## config.mk

```make
export PLATFORM = sky130hd
export DESIGN_NAME = multicycle_controller
export DESIGN_NICKNAME = d
export VERILOG_FILES = /design/src/rtl/multicycle_controller.sv
export SDC_FILE = /design/constraint.sdc
export NUM_CORES = 1
export LEC_CHECK = 0
export BUFFER_PORTS_ARGS = -buffer_cell sky130_fd_sc_hd__clkbuf_2
export CAP_MARGIN = 0
export CORE_AREA = 2 2 39 41
export CTS_BUF_LIST = sky130_fd_sc_hd__clkbuf_4
export DETAILED_ROUTE_END_ITERATION = 8
export DIE_AREA = 0 0 41 43
export PLACE_DENSITY = 0.67
export SLEW_MARGIN = 25
export SYNTH_ARGS = -nofsm -noshare
export SYNTH_HDL_FRONTEND = slang
export SYNTH_SLANG_ARGS = --single-unit
export TNS_END_PERCENT = 50
```

## constraint.sdc

```tcl
create_clock -name clk -period 1.2 [get_ports clk]
set_input_delay 0.18 -clock clk [delete_from_list [all_inputs] [get_ports clk]]
set_output_delay 0.18 -clock clk [all_outputs]
set_load 0.01 [all_outputs]
```

## src/rtl/multicycle_controller.sv

```systemverilog
// multicycle_controller: Moore FSM sequencing a multicycle MIPS-style datapath
module multicycle_controller (
  input  logic       clk,
  input  logic       reset,
  input  logic [5:0] op,
  input  logic       zero,
  output logic [1:0] alu_op,
  output logic       alu_src_a,
  output logic [1:0] alu_src_b,
  output logic       iord,
  output logic       ir_write,
  output logic       mem_write,
  output logic       reg_write,
  output logic       reg_dst,
  output logic       mem_to_reg,
  output logic [1:0] pc_src,
  output logic       pc_en,
  output logic [3:0] state
);
  typedef enum logic [3:0] {
    FETCH   = 4'd0,
    DECODE  = 4'd1,
    MEMADR  = 4'd2,
    MEMRD   = 4'd3,
    MEMWB   = 4'd4,
    MEMWR   = 4'd5,
    RTYPEEX = 4'd6,
    RTYPEWB = 4'd7,
    BEQEX   = 4'd8,
    ADDIEX  = 4'd9,
    JEX     = 4'd10,
    ADDIWB  = 4'd11
  } state_t;
  localparam logic [5:0] OP_LW = 6'b100011, OP_SW = 6'b101011, OP_R = 6'b000000;
  localparam logic [5:0] OP_BEQ = 6'b000100, OP_ADDI = 6'b001000, OP_J = 6'b000010;
  state_t cur, nxt;
  logic pc_write, branch, irw, mw, rw;
  // state register; reset lands in FETCH from any state
  always_ff @(posedge clk)
    cur <= reset ? FETCH : nxt;
  // next-state and per-state control decode
  always_comb begin
    nxt        = FETCH;
    alu_op     = 2'b00;
    alu_src_a  = 1'b0;
    alu_src_b  = 2'b00;
    iord       = 1'b0;
    irw        = 1'b0;
    mw         = 1'b0;
    rw         = 1'b0;
    reg_dst    = 1'b0;
    mem_to_reg = 1'b0;
    pc_src     = 2'b00;
    pc_write   = 1'b0;
    branch     = 1'b0;
    case (cur)
      FETCH: begin
        nxt       = DECODE;
        alu_src_b = 2'b01;
        irw       = 1'b1;
        pc_write  = 1'b1;
      end
      DECODE: begin
        nxt = (op == OP_LW || op == OP_SW) ? MEMADR :
              (op == OP_R)                 ? RTYPEEX :
              (op == OP_BEQ)               ? BEQEX :
              (op == OP_ADDI)              ? ADDIEX :
              (op == OP_J)                 ? JEX : FETCH;
        alu_src_b = 2'b11;
      end
      MEMADR: begin
        nxt       = (op == OP_LW) ? MEMRD : MEMWR;
        alu_src_a = 1'b1;
        alu_src_b = 2'b10;
      end
      MEMRD: begin
        nxt  = MEMWB;
        iord = 1'b1;
      end
      MEMWB: begin
        mem_to_reg = 1'b1;
        rw         = 1'b1;
      end
      MEMWR: begin
        iord = 1'b1;
        mw   = 1'b1;
      end
      RTYPEEX: begin
        nxt       = RTYPEWB;
        alu_src_a = 1'b1;
        alu_op    = 2'b10;
      end
      RTYPEWB: begin
        reg_dst = 1'b1;
        rw      = 1'b1;
      end
      BEQEX: begin
        alu_src_a = 1'b1;
        alu_op    = 2'b01;
        pc_src    = 2'b01;
        branch    = 1'b1;
      end
      ADDIEX: begin
        nxt       = ADDIWB;
        alu_src_a = 1'b1;
        alu_src_b = 2'b10;
      end
      JEX: begin
        pc_src   = 2'b10;
        pc_write = 1'b1;
      end
      ADDIWB: rw = 1'b1;
      default: nxt = FETCH;
    endcase
  end
  assign ir_write  = irw & ~reset;
  assign mem_write = mw & ~reset;
  assign reg_write = rw & ~reset;
  assign pc_en     = (pc_write | (branch & zero)) & ~reset;
  assign state     = cur;
endmodule

```

==> impl_results.md <==
* Status: finished with violations
* Failing checks: setup timing
* First-pass GRT wire length at 2097 um
* 1st-iter DRT viols at 2
* Mapped Nets at 76
* Die X at 41 um
* Met3 WL post-DR at approximately 64 um
* Layout Utilization at 0.5606
* Die footprint at between 0.0015 and 0.002 mm2
* Seq/Total Area, Yosys at 0.1783
* Peak VDD IR at between 0.0003 and 0.0004 V
* H-tree depth at 1
* IO Count at 27
* Synth Register Bits at 4
* Post-route ant nets at 0
* Hold WC Path Type: in -> reg
* Simple-gate share of the synthesized area at 0.4680
* Setup WS post-layout at -0.2537 ns
* Share of cells above drive strength 1 at 0.5755
* CP max FO at 7
* Fin. max-slew vios at 0
* Final wirelength at 1409 um
* Critical path required time at roughly 1 ns
* Final Hold Viols at 0
* Layout area overhead at 72.70%
* Vias at about 620
* CP Data Arrival Time at 1.27 ns
* Slew headroom at 0.8082
* Synth area leaders: dfxtp_1 18%, nor2_1 9.2%, nor3_1 7.8%
* Die Y at 43 um
* Post-synthesis adder-cell area fraction at 0
* Post-synth top area share at 0.1783
* # DRC at 0
* Via/cell ratio at 5.115
* Initial antenna violation count at 0
* Synthesized instance count at 67
* CTS tree: built
* Core area at 0.001384 mm2
* Internal Power at about 0.31 mW
* Routability Congestion at 0.7493
* Hold_buf cts at 0
* Largest family of logic cells by synthesized area: simple AND/OR/NAND/NOR gates
* Layout Nets at ~120
* Clock share of power at 0.366
* Cell taking the most area after synthesis: dfxtp_1
* Initial Util at 0.3246
* Drt wl/cell at 11.55 um
* Critical path class: reg -> out
* CTS Buf Count at 3
* Measured slew at the worst slew-check pin at 0.2845 ns
* Synth unique cells at 32
* Sequential share of power at 0.323
* Met2 wire len at 775 um
* Mux share of post-synthesis cell area at 0
* # rows at 14
* Endpoints failing setup at 13
* Metal1 wirelength at 569 um
* Grt ovf at 0
* Yosys warns at 0
* Tmin final at 1.454 ns
* N_diodes at 0
* Global-route usage over all layers at 0.1720
* Drt first pass iters at 4
* Fin Setup TNS at -1.802 ns
* Max Cap Violations at 0
* Reg2reg setup slack at 0.06 ns
* Mapped Avg Cell Area at 6.704 um2
* LEAKAGE at 0.3371 nW
* Max frequency at between 600 and 700 MHz
* Clock Latency Late Sink at 0.23 ns
* Mapped Area at 449.2 um2
* RSZ-0062 raised after global routing: true
* Clock buffer depth at 2
* PwrDens at 564.6 mW/mm2
* Post-DP HPWL at 1053 um
* Top layer in use: met3
* Area fraction in compound gates after synthesis at 0.2256
* Pin count of the biggest net entering global routing at 10
* Total Power at 0.4380 mW
* Final Skew at between 0.002 and 0.003 ns
* Switching Share at 0.2844
* Sw Pwr at ~0.12 mW
* Xor/xnor share of the synthesized area at 0.03900
* Clock root buffer: clkbuf_4
* Crit share post-route at 1.211
* Clock-pin slew on the worst setup and hold paths at around 0.03 ns
* Endpoint type of the worst setup path: primary output
* Logic pwr share at 0.311
* # port buffers at 26
* Clock sinks at 4
* Number of flip-flops in the largest register at 4
* Vias in the first global route at 483
* CP startpoint kind: flop
## metrics by stage
step	instances	setup WS, ns	area [um2]	hold WS, ns
floorplan	67	-0.06040	461.7	0.2587
global placement	117	-0.05285	673.1	0.5066
detailed placement	117	-0.06716	673.1	0.5157
CTS	120	-0.2670	726.9	0.2778
global route	122	-0.2890	775.7	0.2798
finish	122	-0.2537	775.7	0.2773
## worst max-delay path, cell delays in order, from the launching register on
cell     delay, ns
dfxtp_4       0.36
or4_4         0.50
nor2_4        0.09
buf_6         0.10
## final cells by class
class | instances | area, um2
Fill cell | 134 | 608.1
Multi-Input combinational cell | 57 | 389.1
Timing Repair Buffer | 41 | 252.7
Sequential cell | 4 | 87.58
Clock buffer | 3 | 22.52
Tap cell | 16 | 20.02
Inverter | 1 | 3.754
## path summary, 6_finish.rpt
kind                       start                   to  cells after the start
min                        reset  state[3]$_SDFF_PP0_                      3
max          state[1]$_SDFF_PP0_             ir_write                      3
max reg2reg  state[1]$_SDFF_PP0_  state[0]$_SDFF_PP0_                      6
min reg2reg  state[2]$_SDFF_PP0_  state[3]$_SDFF_PP0_                      2
## power groups by stage
stage / Combinational [mW] / Sequential [mW] / Clock (mW)
after global placement: 0.121 / 0.144 / 0
after global routing: 0.150 / 0.142 / 0.176
final: 0.136 / 0.142 / 0.160
after detailed placement: 0.124 / 0.145 / 0
after floorplan: 0.0661 / 0.145 / 0
after CTS: 0.128 / 0.143 / 0.165
## cells in the final DEF (no fill, tap or decap)
cell | synthesis | routed
a21oi_1 | 5 | 5
nor3b_1 | 1 | 1
nand3b_1 | 1 | 1
clkbuf_4 | 0 | 3
nand2_1 | 4 | 4
xor2_1 | 1 | 1
nor2_4 | 0 | 1
nor4_2 | 1 | 1
a211oi_1 | 1 | 1
o21a_1 | 1 | 1
o21bai_1 | 1 | 1
dfxtp_4 | 0 | 1
dfxtp_2 | 0 | 3
o211a_1 | 1 | 1
clkbuf_2 | 0 | 17
nand4b_1 | 1 | 1
inv_1 | 1 | 1
o31ai_1 | 1 | 1
nor2_2 | 1 | 3
o41ai_2 | 0 | 1
nand2b_2 | 1 | 1
a31oi_1 | 2 | 2
nand3_1 | 3 | 3
buf_4 | 2 | 14
nor3_4 | 0 | 1
or2b_1 | 1 | 1
nor3_2 | 0 | 2
nor2_1 | 11 | 8
nand2b_1 | 4 | 2
o21ai_1 | 1 | 1
buf_2 | 2 | 8
nor4_1 | 1 | 1
or2_1 | 1 | 1
or4_4 | 0 | 1
buf_6 | 1 | 2
xnor2_1 | 1 | 1
nor3_1 | 7 | 4
nand2b_4 | 0 | 2
o21ai_0 | 2 | 2
## synthesized netlist by cell type (all sizes together)
cell,count
o21a,1
xnor2,1
xor2,1
or2,1
a21oi,5
nand3,3
o211a,1
a211oi,1
inv,1
o31ai,1
nand3b,1
o41ai,1
or2b,1
a31oi,2
nor3b,1
o21bai,1
or4,1
o21ai,3
nor2,12
dfxtp,4
nand2b,5
nor3,7
nor4,2
buf,5
nand4b,1
nand2,4
## per-layer routing
metal | up-vias | track usage
met1 | 280 | 0.2039
met5 | - | 0
met2 | 20 | 0.2813
li1 | 324 | -
met4 | 0 | 0.08000
met3 | 0 | 0.03141
## timing repair
| item | CTS | global route |
|---|---|---|
| endpoints found under the setup margin | 14 | 15 |
| resized for setup | 7 | 18 |
| setup buffers | 0 | 2 |
| pin swaps | 2 | 3 |
| endpoints found under the hold margin | 0 | 0 |
## cells by family after synthesis
logic type / count (synthesis)
flops: 4
xor+xnor: 2
compound gates: 16
simple gates: 39
buf+inv: 6
Power figures use the tool's default switching activity.
